`src/rtl/dmem_pkg.sv`:
```
// ============================================================================
// dmem_pkg : shared types and constants for the data-memory bus adapter
// Revision : 1.0
// ============================================================================
`default_nettype none

package dmem_pkg;

    typedef enum logic [1:0] {
        ST_IDLE    = 2'd0,
        ST_LD_REQ  = 2'd1,
        ST_LD_WAIT = 2'd2,
        ST_LD_DONE = 2'd3
    } ld_state_t;

    typedef struct packed {
        logic [31:0] addr;
        logic [3:0]  be;
        logic [31:0] wdata;
    } sb_entry_t;

    localparam logic [3:0]  BE_FULL                = 4'b1111;
    localparam logic [31:0] WORD_MASK              = 32'hFFFF_FFFC;
    localparam int          DEFAULT_TIMEOUT_CYCLES = 256;

endpackage

`default_nettype wire

```
`src/rtl/dmem_store_buffer.sv`:
```
// ============================================================================
// dmem_store_buffer : one-entry posted-store holding register
// Revision : 1.0
// ============================================================================
`default_nettype none

module dmem_store_buffer
    import dmem_pkg::*;
(
    input  logic      clk,
    input  logic      rst,
    input  logic      push,
    input  sb_entry_t push_entry,
    input  logic      pop,
    output logic      valid,
    output sb_entry_t entry
);

    // Push wins over pop so a drain and a new store can share one cycle.
    always_ff @(posedge clk or posedge rst) begin
        if (rst) begin
            valid <= 1'b0;
            entry <= '0;
        end else if (push) begin
            valid <= 1'b1;
            entry <= push_entry;
        end else if (pop) begin
            valid <= 1'b0;
        end
    end

endmodule

`default_nettype wire

```
`src/rtl/dmem_bus_adapter.sv`:
```
// ============================================================================
// dmem_bus_adapter : load/store unit to valid/ready data-memory bus adapter
// Revision : 1.0
// ============================================================================
`default_nettype none

module dmem_bus_adapter
    import dmem_pkg::*;
#(
    parameter int TIMEOUT_CYCLES = DEFAULT_TIMEOUT_CYCLES
) (
    input  logic        clk,
    input  logic        rst,
    input  logic        access_en,
    input  logic        cs,
    input  logic        wr,
    input  logic [3:0]  mask,
    input  logic [31:0] addr,
    input  logic [31:0] data_wr,
    output logic [31:0] data_rd,
    output logic        stall,
    output logic        mem_req_valid,
    input  logic        mem_req_ready,
    output logic        mem_req_we,
    output logic [3:0]  mem_req_be,
    output logic [31:0] mem_req_addr,
    output logic [31:0] mem_req_wdata,
    input  logic        mem_rsp_valid,
    input  logic [31:0] mem_rsp_rdata,
    output logic        bus_err
);

    localparam int              CNT_W    = (TIMEOUT_CYCLES > 2) ? $clog2(TIMEOUT_CYCLES) : 1;
    localparam logic [CNT_W-1:0] CNT_LAST = CNT_W'(TIMEOUT_CYCLES - 1);

    ld_state_t        state;
    logic [31:0]      ld_addr_q;
    logic [31:0]      rd_q;
    logic [CNT_W-1:0] tmo_cnt;

    logic      sb_valid;
    sb_entry_t sb_entry;
    sb_entry_t sb_push_entry;
    logic      sb_push;
    logic      sb_pop;
    logic      sb_free;

    logic access;
    logic is_load;
    logic is_store;
    logic drain_req;
    logic req_hs;
    logic rsp_hit;
    logic tmo_active;
    logic tmo_hit;

    assign access    = access_en && !cs;
    assign is_load   = access && wr;
    assign is_store  = access && !wr && (mask != 4'b0000);
    assign drain_req = sb_valid && (state == ST_IDLE);
    assign req_hs    = mem_req_valid && mem_req_ready;
    assign rsp_hit   = (state == ST_LD_WAIT) && mem_rsp_valid;

    // Any handshake or response counts as progress and restarts the timeout window.
    assign tmo_active = (state == ST_LD_REQ) || (state == ST_LD_WAIT) || drain_req;
    assign tmo_hit    = tmo_active && !req_hs && !rsp_hit && (tmo_cnt == CNT_LAST);

    assign sb_pop        = drain_req && (req_hs || tmo_hit);
    assign sb_free       = !sb_valid || sb_pop;
    assign sb_push       = (state == ST_IDLE) && is_store && sb_free;
    assign sb_push_entry = '{addr: addr & WORD_MASK, be: mask, wdata: data_wr};

    dmem_store_buffer u_store_buffer (
        .clk        (clk),
        .rst        (rst),
        .push       (sb_push),
        .push_entry (sb_push_entry),
        .pop        (sb_pop),
        .valid      (sb_valid),
        .entry      (sb_entry)
    );

    always_comb begin
        mem_req_valid = 1'b0;
        mem_req_we    = 1'b0;
        mem_req_be    = 4'b0000;
        mem_req_addr  = 32'h0;
        mem_req_wdata = 32'h0;
        if (state == ST_LD_REQ) begin
            mem_req_valid = 1'b1;
            mem_req_be    = BE_FULL;
            mem_req_addr  = ld_addr_q;
        end else if (drain_req) begin
            mem_req_valid = 1'b1;
            mem_req_we    = 1'b1;
            mem_req_be    = sb_entry.be;
            mem_req_addr  = sb_entry.addr;
            mem_req_wdata = sb_entry.wdata;
        end
    end

    always_comb begin
        stall = 1'b0;
        case (state)
            ST_IDLE:    stall = is_load || (is_store && !sb_free);
            ST_LD_REQ:  stall = 1'b1;
            ST_LD_WAIT: stall = 1'b1;
            default:    stall = 1'b0;
        endcase
    end

    assign data_rd = (state == ST_LD_DONE) ? rd_q : 32'h0;

    always_ff @(posedge clk or posedge rst) begin
        if (rst) begin
            state     <= ST_IDLE;
            ld_addr_q <= 32'h0;
            rd_q      <= 32'h0;
            bus_err   <= 1'b0;
        end else begin
            if (tmo_hit) begin
                bus_err <= 1'b1;
            end
            case (state)
                ST_IDLE: begin
                    if (is_load && sb_free) begin
                        state     <= ST_LD_REQ;
                        ld_addr_q <= addr & WORD_MASK;
                    end
                end
                ST_LD_REQ: begin
                    if (req_hs) begin
                        state <= ST_LD_WAIT;
                    end else if (tmo_hit) begin
                        state <= ST_LD_DONE;
                        rd_q  <= 32'h0;
                    end
                end
                ST_LD_WAIT: begin
                    if (rsp_hit) begin
                        state <= ST_LD_DONE;
                        rd_q  <= mem_rsp_rdata;
                    end else if (tmo_hit) begin
                        state <= ST_LD_DONE;
                        rd_q  <= 32'h0;
                    end
                end
                default: begin
                    state <= ST_IDLE;
                end
            endcase
        end
    end

    always_ff @(posedge clk or posedge rst) begin
        if (rst) begin
            tmo_cnt <= '0;
        end else if (!tmo_active || req_hs || rsp_hit || tmo_hit) begin
            tmo_cnt <= '0;
        end else begin
            tmo_cnt <= tmo_cnt + CNT_W'(1);
        end
    end

endmodule

`default_nettype wire

```
`config.mk`:
```
export PLATFORM = sky130hd
export DESIGN_NAME = dmem_bus_adapter
export DESIGN_NICKNAME = d
export VERILOG_FILES = /design/src/rtl/dmem_pkg.sv /design/src/rtl/dmem_store_buffer.sv /design/src/rtl/dmem_bus_adapter.sv
export SDC_FILE = /design/constraint.sdc
export NUM_CORES = 1
export LEC_CHECK = 0
export CAP_MARGIN = 5
export CORE_MARGIN = 2
export CORE_UTILIZATION = 52
export CTS_BUF_LIST = sky130_fd_sc_hd__clkbuf_4
export DETAILED_ROUTE_END_ITERATION = 6
export PLACE_DENSITY = 0.88
export RECOVER_POWER = 50
export SETUP_SLACK_MARGIN = 0.2
export SLEW_MARGIN = 10
export SYNTH_ARGS = -nofsm -noshare
export SYNTH_HDL_FRONTEND = slang
export SYNTH_SLANG_ARGS = --single-unit
```
`constraint.sdc`:
```
create_clock -name clk -period 10.1 [get_ports clk]
set_input_delay 1.01 -clock clk [delete_from_list [all_inputs] [get_ports clk]]
set_output_delay 1.01 -clock clk [all_outputs]
set_load 0.005 [all_outputs]
```
==> key figures <==
Die
  • I/O pins: 211
  • Height of the die: 119 um
  • Area of the die: 0.0141 mm2
  • Cell row count: 41
  • Total core area: 0.0127 mm2
  • Die outline width: 119 um
  • Initial cell density of the core: 53.6%

Critical path
  • WP data arrival: 6.01 ns
  • Startpoint of the lowest-slack register-to-register path: state[1]
  • Crit. Startpoint: state[1]
  • Kind of capture point of the worst setup path: flop
  • Worst Path Max Fanout: 60
  • Startpoint type of the worst setup path: flop
  • Critical path start-end classification: reg2reg
  • Required time at the endpoint of the critical path: 10.54 ns

Synth
  • Top-area cell type share of the netlist area: 51.3%
  • Main area contributors after synthesis: sky130_fd_sc_hd__dfrtp_1, sky130_fd_sc_hd__mux2_4, sky130_fd_sc_hd__mux2_2
  • Top cell types by occurrence after synthesis: sky130_fd_sc_hd__dfrtp_1, sky130_fd_sc_hd__nand2_1, sky130_fd_sc_hd__and2_1
  • Post-synth EDFFs: 0
  • Cell taking the most area after synthesis: sky130_fd_sc_hd__dfrtp_1
  • Sequential element share of the synthesized area: 51.3%
  • Number of register bits inferred by synthesis: 140
  • Syn_area_per_cell: 11.0 um2
  • Post-synthesis cell type count: 43
  • Dominant synthesized flop cell: sky130_fd_sc_hd__dfrtp_1
  • Count of synthesis-stage warnings from yosys: 0
  • Fraction of synthesis flops using an asynchronous set or reset pin: 100%
  • Dominant cell by count in the synthesized netlist: sky130_fd_sc_hd__dfrtp_1
  • Cell count after synthesis: 621
  • Summed instance area of the synthesized netlist: 0.00683 mm2

Route
  • TritonRoute pass-1 iters: 5
  • Final routed wire length divided by cell count: 17.4 um
  • Number of design-rule violations left by the first detailed-router iteration: 333
  • Via density per instance: 5.37
  • Routed wire length: 17.2 mm
  • Remaining design rule violation count: 0
  • Via count: 5339
  • Count of antenna-violating nets left after detailed routing: 0

Power
  • Worst IR Drop VDD: 0.156 mV
  • Leakage power summed over all cells: 4.16 nW
  • Pwr/cell area: 258 mW/mm2

Cells and area
  • Finished Core Util: 72.2%
  • Fill cell instance count of the final layout: 921
  • Multi-input combinational cell area: 0.00308 mm2
  • Sequential cell area in the final layout: 0.00350 mm2
  • Count of nets after finishing: 921
  • Share of final-layout standard cells stronger than drive strength 1: 16.1%
  • Area overhead of the layout relative to synthesis: 34.5%

CTS
  • Root cell of the clock tree: sky130_fd_sc_hd__clkbuf_4
  • PostCTS Resize Cnt: 0
  • Clock-pin slew of the registers on the worst-case setup and hold paths: 0.12 ns
  • CTS hold repair buffers: 0
  • Clock H-tree levels: 4
  • Number of setup buffers added after CTS: 0
  • Number of clock sinks: 140
  • Clock latency reported for the late side of the worst-skew pair: 0.55 ns
  • Clock tree from TritonCTS: yes
  • Longest Clk Path Bufs: 2
  • Number of buffers inserted during clock tree synthesis: 17

Timing
  • Final worst path period need: 5.56 ns
  • Count of endpoints failing hold in the final timing report: 0
  • Period utilisation layout: 55.1%
  • Skew final: 0.0165 ns
  • Count of final setup violators: 0
  • Transition time at the pin with the least slew margin: 2.31 ns
  • Worst rel slew slack: -53.8%
  • Fmax: 0.180 GHz
  • Setup tns final: 0 ns
  • Slew Viols, Final: 163
  • RSZ-0062 raised after global routing: no

Job
  • Max-cap check violation count: 4

Min path
  • Launch instance of the worst min-delay path: bus_err
  • Type of the tightest min-delay check: reg2reg

Global route
  • Total routing resource utilization after global routing: 25.5%
  • Vias in the first global route: 5707
  • Pin count of the biggest net entering global routing: 89
  • Congestion Overflow GR: 0
  • Number of antenna violations at the first check in global routing: 1
  • Wire length of the first global-routing pass: 28.7 mm

Run status
  • Failing checks: max-capacitance violations, max-slew violations
  • Result of the run: complete, but fails checks

Placed design
  • Buffers on Ports: 206
  • Sum of net half-perimeters after detailed placement: 12.0 mm
  • Routability-driven placement congestion ratio: 0.827
==> flip-flops by register name, indices dropped and copies added (netlist names) <==
name                  cells
bus_err                   1
ld_addr_q                30
state                     2
u_store_buffer.entry     66
rd_q                     32
u_store_buffer.valid      1
tmo_cnt                   8
==> path summary, 6_finish.rpt <==
| path | slack, ns | end | cells after the start |
|---|---|---|---|
| worst max-delay path | 4.54 | u_store_buffer.entry[67] | 8 |
| worst min-delay path | 0.48 | bus_err | 1 |
| worst max register to register | 4.54 | u_store_buffer.entry[67] | 8 |
| worst min register to register | 0.48 | bus_err | 1 |
| max in group asynchronous | 6.66 | tmo_cnt[3] | 3 |
| min in group asynchronous | 1.52 | u_store_buffer.entry[20] | 2 |
==> cells by family after synthesis <==
| group | after synthesis | share of synthesized area (%) |
|---|---|---|
| xor gates and xnor gates | 5 | 0.642 |
| AOI/OAI and AO/OA | 123 | 10.9 |
| and+or+nand+nor | 198 | 14.3 |
| muxes | 96 | 18.0 |
| adders and majority gates | 5 | 0.917 |
| DFF | 140 | 51.3 |
| buffers and inverters | 53 | 3.78 |
| other | 1 | 0.0549 |
==> report_power, final <==
part / leakage [nW] / switching, mW / total (mW) / internal, mW
combinational: 2.43 / 0.480 / 1.15 / 0.672
clock: 0.138 / 0.204 / 0.328 / 0.124
sequential: 1.59 / 0.119 / 0.889 / 0.769
==> layer usage <==
layer | vias to the layer above | GRT usage, % | share of wire, %
met5 | - | 0 | 0
met4 | 0 | 10.7 | 2.8
met2 | 193 | 43.1 | 51
met3 | 36 | 6.95 | 6.1
met1 | 2610 | 30.6 | 40
li1 | 2500 | - | -
==> layout make-up <==
type	count	share of cell area [%]
sequential	140	38.2
multi-input combinational	429	33.5
timing repair buffer	212	22.9
tap	172	2.34
clock buffer	19	1.55
clock inverter	12	1.10
inverter	9	0.382
antenna	1	0.0273
==> cell usage in the layout (no fill, tap or decap), types with 6 or more instances in the layout <==
cell type | Yosys | layout
sky130_fd_sc_hd__a22oi_1 | 33 | 33
sky130_fd_sc_hd__and2_1 | 67 | 67
sky130_fd_sc_hd__clkbuf_4 | 0 | 19
sky130_fd_sc_hd__clkdlybuf4s50_1 | 0 | 204
sky130_fd_sc_hd__clkinv_2 | 0 | 6
sky130_fd_sc_hd__dfrtp_1 | 140 | 140
sky130_fd_sc_hd__inv_1 | 9 | 8
sky130_fd_sc_hd__mux2_1 | 6 | 7
sky130_fd_sc_hd__mux2_2 | 50 | 49
sky130_fd_sc_hd__mux2_4 | 40 | 40
sky130_fd_sc_hd__nand2_1 | 96 | 96
sky130_fd_sc_hd__nor2_1 | 16 | 16
sky130_fd_sc_hd__o21ai_0 | 64 | 68
==> worst max-delay path, stage by stage (launching register included) <==
cell	delay, ns
sky130_fd_sc_hd__dfrtp_1	0.41
sky130_fd_sc_hd__inv_1	0.09
sky130_fd_sc_hd__ha_1	0.35
sky130_fd_sc_hd__clkbuf_1	0.93
sky130_fd_sc_hd__a21oi_1	0.53
sky130_fd_sc_hd__o21ai_0	0.26
sky130_fd_sc_hd__o21ai_0	1.52
sky130_fd_sc_hd__buf_4	0.92
sky130_fd_sc_hd__mux2_2	0.42
==> through the flow <==
stage / worst slack (ns) / power (mW) / instance area (um2) / cells / hold WS (ns)
3_3_place_gp: 6.15 / 1.99 / 8960 / 962 / 0.459
5_1_grt: 3.93 / 2.53 / 9180 / 994 / 0.517
6_report: 4.54 / 2.37 / 9180 / 994 / 0.478
2_1_floorplan: 5.34 / 1.51 / 6830 / 622 / 0.448
4_1_cts: 6.09 / 2.39 / 9200 / 993 / 0.484
3_5_place_dp: 6.15 / 2.05 / 8960 / 962 / 0.458
(Power assumes the default switching activity.)
